===== src/rtl/mem_arbiter.sv =====
// rtl/mem_arbiter.sv - two-requester single-port memory arbiter (optional ARB_ROUND_ROBIN_EN)
module mem_arbiter (
    input  logic        clk,
    input  logic        rstb,
    input  logic [31:0] m0_addr,
    input  logic        m0_rd_req,
    input  logic        m0_wr_req,
    input  logic [3:0]  m0_be,
    input  logic [31:0] m0_wr_data,
    output logic        m0_rd_ready,
    output logic        m0_wr_ready,
    output logic [31:0] m0_rd_data,
    input  logic [31:0] m1_addr,
    input  logic        m1_rd_req,
    input  logic        m1_wr_req,
    input  logic [3:0]  m1_be,
    input  logic [31:0] m1_wr_data,
    output logic        m1_rd_ready,
    output logic        m1_wr_ready,
    output logic [31:0] m1_rd_data,
    output logic        mem_cs,
    output logic        mem_we,
    output logic [29:0] mem_addr,
    output logic [3:0]  mem_be,
    output logic [31:0] mem_wdata,
    input  logic [31:0] mem_rdata
);

    typedef enum logic {
        ST_IDLE = 1'b0,
        ST_RESP = 1'b1
    } state_t;

    state_t r_state;
    state_t w_next_state;
    logic   r_owner;
    logic   r_is_wr;

    logic   w_m0_pend;
    logic   w_m1_pend;
    logic   w_any;
    logic   w_win;
    logic   w_win_wr;
    logic   w_issue;
    logic   w_unused;

    // byte-offset bits never reach the word-addressed memory
    assign w_unused = &{1'b0, m0_addr[1:0], m1_addr[1:0]};

    // pending requests and the access that would issue this cycle
    always_comb begin
        w_m0_pend = m0_rd_req | m0_wr_req;
        w_m1_pend = m1_rd_req | m1_wr_req;
        w_any     = w_m0_pend | w_m1_pend;
        w_issue   = rstb & (r_state == ST_IDLE) & w_any;
    end

`ifdef ARB_ROUND_ROBIN_EN
    logic r_rr_ptr;

    // pointer names the requester favoured on the next contention
    always_ff @(posedge clk or negedge rstb) begin
        if (!rstb) begin
            r_rr_ptr <= 1'b0;
        end else if (w_issue) begin
            r_rr_ptr <= ~w_win;
        end
    end

    // winner: the sole requester, or the favoured one on contention
    always_comb begin
        w_win    = w_m0_pend ? (w_m1_pend & r_rr_ptr) : 1'b1;
        w_win_wr = w_win ? m1_wr_req : m0_wr_req;
    end
`else
    // winner: m0 always takes precedence
    always_comb begin
        w_win    = ~w_m0_pend;
        w_win_wr = w_win ? m1_wr_req : m0_wr_req;
    end
`endif

    // state register with latched owner and access type
    always_ff @(posedge clk or negedge rstb) begin
        if (!rstb) begin
            r_state <= ST_IDLE;
            r_owner <= 1'b0;
            r_is_wr <= 1'b0;
        end else begin
            r_state <= w_next_state;
            if (w_issue) begin
                r_owner <= w_win;
                r_is_wr <= w_win_wr;
            end
        end
    end

    // next state: an issue always takes exactly one response cycle
    always_comb begin
        w_next_state = r_state;
        case (r_state)
            ST_IDLE: if (w_any) w_next_state = ST_RESP;
            ST_RESP: w_next_state = ST_IDLE;
            default: w_next_state = ST_IDLE;
        endcase
    end

    // outputs: memory strobe on issue, owner-only ready and data on response
    always_comb begin
        mem_cs      = 1'b0;
        mem_we      = 1'b0;
        mem_addr    = 30'd0;
        mem_be      = 4'h0;
        mem_wdata   = 32'd0;
        m0_rd_ready = 1'b0;
        m0_wr_ready = 1'b0;
        m0_rd_data  = 32'd0;
        m1_rd_ready = 1'b0;
        m1_wr_ready = 1'b0;
        m1_rd_data  = 32'd0;
        if (w_issue) begin
            mem_cs   = 1'b1;
            mem_we   = w_win_wr;
            mem_addr = w_win ? m1_addr[31:2] : m0_addr[31:2];
            if (w_win_wr) begin
                mem_be    = w_win ? m1_be : m0_be;
                mem_wdata = w_win ? m1_wr_data : m0_wr_data;
            end else begin
                mem_be    = 4'hF;
            end
        end else if (rstb && (r_state == ST_RESP)) begin
            if (r_owner) begin
                m1_rd_ready = ~r_is_wr;
                m1_wr_ready = r_is_wr;
                m1_rd_data  = mem_rdata;
            end else begin
                m0_rd_ready = ~r_is_wr;
                m0_wr_ready = r_is_wr;
                m0_rd_data  = mem_rdata;
            end
        end
    end

endmodule


===== config.mk =====
export PLATFORM = sky130hd
export DESIGN_NAME = mem_arbiter
export DESIGN_NICKNAME = d
export VERILOG_FILES = /design/src/rtl/mem_arbiter.sv
export SDC_FILE = /design/constraint.sdc
export NUM_CORES = 1
export LEC_CHECK = 0
export ABC_AREA = 1
export CAP_MARGIN = 25
export CELL_PAD_IN_SITES_DETAIL_PLACEMENT = 1
export CELL_PAD_IN_SITES_GLOBAL_PLACEMENT = 1
export CORE_AREA = 2 2 139 141
export DETAILED_ROUTE_END_ITERATION = 6
export DIE_AREA = 0 0 141 143
export HOLD_SLACK_MARGIN = 0.06
export PLACE_DENSITY_LB_ADDON = 0.1
export SETUP_SLACK_MARGIN = 0.2
export SYNTH_ARGS = -nofsm -noshare
export SYNTH_HDL_FRONTEND = slang
export SYNTH_SLANG_ARGS = --single-unit

===== constraint.sdc =====
create_clock -name clk -period 1.18 [get_ports clk]
set_clock_uncertainty 0.1 [all_clocks]
set_input_delay 0.118 -clock clk [delete_from_list [all_inputs] [get_ports clk]]
set_output_delay 0.118 -clock clk [all_outputs]
set_load 0.03 [all_outputs]

==> results.json <==
{
  "status": "finished with violations",
  "violations": "setup timing",
  "crit_buf_inv": 5,
  "crit_family": "buffers and inverters",
  "yosysTopAreaCell": "nand2_1",
  "p_total_uw": 4900,
  "finalSetupViolations": 138,
  "crit_top_cell": "buf_4",
  "net-switching-power_uw": 2230,
  "p_leak_uw": 0.00320,
  "synthFlopType": "dfrtp_1",
  "whs_path_depth": 4,
  "maxSlewHeadroom_pct": 82.4,
  "wirelength_mm": 15.8,
  "area_growth_pct": 295,
  "sw_frac_of_total_pct": 45.5,
  "synthArstFlopShare_pct": 100,
  "initial_core_util_pct": 9.95,
  "drtPass1Iterations": 4,
  "initialDrtViolationCount": 72,
  "period_needed_ns": 1.69,
  "synthTopCellsByCount": "200 x nand2_1, 98 x nor2_1, 40 x inv_1, 31 x a21oi_1, 11 x nor2_2",
  "rr_worst_depth": 10,
  "clock_latency_ns": 0.22,
  "crit_slowest_cell": "dfrtp_1",
  "cts_max_path_buffers": 2,
  "coreArea_um2": 18600,
  "yosys_register_bits": 3,
  "htreeDepth": 1,
  "synth_area_leaders": "nand2_1 41%, nor2_1 20%, a21oi_1 8.4%",
  "cts-root-buf": "clkbuf_16",
  "synth_top_area_share_pct": 40.6,
  "grt_setup_unrepaired": "yes",
  "sequentialPowerShare_pct": 3.1,
  "placed_area_um2": 5930,
  "synth_edf_count": 0,
  "yosysMostFrequentCell": "nand2_1",
  "route.met2.wl_mm": 8.80,
  "nNetsFinal": 946,
  "viasPerCell": 3.93,
  "startpoint_type": "register",
  "ys_types": 16,
  "clk_pin_slew_worst_paths_ns": 0.03,
  "p_int_uw": 2670,
  "drive_above_1_share_pct": 45.3,
  "path_max_fanout": 6,
  "met1_length_mm": 5.68,
  "io_buffers": 305,
  "cp.depth": 7,
  "fmax_mhz": 593,
  "utilization_pct": 39.3,
  "grt_pass1_wl_mm": 23.8,
  "place.gp.congestion": 0.736,
  "dr_total_vias": 3951,
  "grt_max_degree": 22,
  "ant_nets": 0,
  "worst_slew_pin_slew_ns": 0.264,
  "p_clk_share_pct": 10.9,
  "cp.required_ns": 0.96,
  "dieArea_um2": 20200,
  "die_x_um": 141,
  "drv_slew": 0,
  "clkSinkCount": 3,
  "cts_tree": "yes",
  "r2r_slack_ns": -0.23,
  "pin_count": 310,
  "hold_viol": 0,
  "rows": 50,
  "synth_area_per_cell_um2": 4.35,
  "drv_cap": 0,
  "critPathKind": "reg2out",
  "period_share_pct": 143,
  "die_y_um": 143,
  "remaining_drc_errors": 0,
  "numCtsBuffers": 3,
  "antenna_cells": 0,
  "netlist_instances": 425,
  "cp_cell_sequence": "buf_4 > nand3b_1 > buf_6 > buf_4 > buf_12 > nor2_1 > buf_4",
  "min_path_type": "in2reg",
  "postLayoutCellArea_um2": 7310,
  "pwr-share-comb_pct": 86.0,
  "yosysSeqAreaShare_pct": 4.06,
  "dp_hpwl_mm": 12.2,
  "dr_wl_met3_mm": 1.21,
  "critPathArrivalTime_ns": 1.47,
  "synth_area_um2": 1850,
  "grt_usage_pct": 15.2,
  "grt_overflow": 0,
  "ys_warn_count": 0,
  "slowest_delay_ns": 0.34,
  "layout_setup_ws_ns": -0.507,
  "endpoint_kind": "primary output",
  "dr.max_layer_used": "met4",
  "routedWlPerCell_um": 15.7,
  "cellPowerDensity_nw_per_um2": 671,
  "irDropWorstVdd_mv": 0.355,
  "first_global_vias": 4292,
  "antenna_found_initial": 0,
  "syn_nets": 599
}
## layout by cell type, fill, tap and decap left out, types with 2 or more instances in the layout
cell	netlist	layout
nand2_1	200	197
clkdlybuf4s50_1	0	164
buf_6	8	107
nor2_4	0	78
buf_4	7	45
inv_1	40	35
buf_12	0	35
a21oi_4	0	28
nor2_2	11	20
nor2_1	98	11
buf_16	0	11
inv_2	1	5
nand2_4	1	3
nand2_2	3	3
o21ai_0	3	3
clkbuf_16	0	3
dlygate4sd2_1	0	3
dfrtp_1	3	3
nand3_4	0	2
a21oi_2	0	2
nand3_1	4	2
buf_8	0	2
## path summary, 6_finish.rpt
check	start	to
min reg2reg	r_is_wr	r_is_wr
max reg2reg	r_state	r_owner
max	r_state	m0_rd_data[31]
min in group asynchronous	rstb	r_state
max in group asynchronous	rstb	r_is_wr
min	m0_wr_req	r_state
## per-layer routing
metal	GRT usage [%]	up-vias
met5	0	-
met4	2.68	0
met3	3.72	6
met2	30.4	177
met1	16.1	1819
li1	-	1949
## power by group through the flow
stage                     Clock (µW)  Combinational [µW]  Sequential (µW)
final                            533                4220              152
after global routing             565                4470              156
after CTS                        546                4180              152
after detailed placement           0                3330              150
after global placement             0                3290              147
after floorplan                    0                1790              147
## cell families (layout without fill, tap and decap cells)
kind of cell	Yosys count	in the layout	synth area share [%]
AOI/OAI and AO/OA	34	34	9.20
buffers and inverters	70	416	19.4
and+or+nand+nor	318	318	67.3
DFF	3	3	4.06
## area by class of cell
type	count	area (µm²)
fillers	2161	11300
flip-flops and latches	3	75.1
clock buffers	4	78.8
inverters	41	158
multi-input cells	352	2400
well taps	234	293
repair buffers	371	4300
## sequential cells by signal (all words and copies together), names as in the netlist
register  cells
r_is_wr       1
r_state       1
r_owner       1
## tightest hold or removal path, stage by stage
cell and delay [ns]:
buf_2 0.15, nor2_4 0.06, buf_4 0.21, a21oi_1 0.14
## per-stage QoR
stage,setup TNS [ns],setup WS [ns],cells,hold slack [ns]
2_1_floorplan,-17.10,-0.161,425,-0.278
3_3_place_gp,-87.80,-1.01,966,0.370
3_5_place_dp,-91.39,-1.03,966,0.392
4_1_cts,-62.07,-0.539,999,0.413
5_1_grt,-70.65,-0.591,1005,0.463
6_report,-59.60,-0.507,1005,0.403
## repair_timing
| item | 4_1_cts | 5_1_grt |
|---|---|---|
| resized for setup | 203 | 10 |
| buffers inserted | 16 | 6 |
| hold buffers | 1 | 0 |
| endpoints found under the hold margin | 3 | 0 |
| setup endpoints to repair | 139 | 138 |
| gates cloned | 12 | 0 |
| pin swaps | 5 | 5 |
Power figures use the tool's default switching activity.
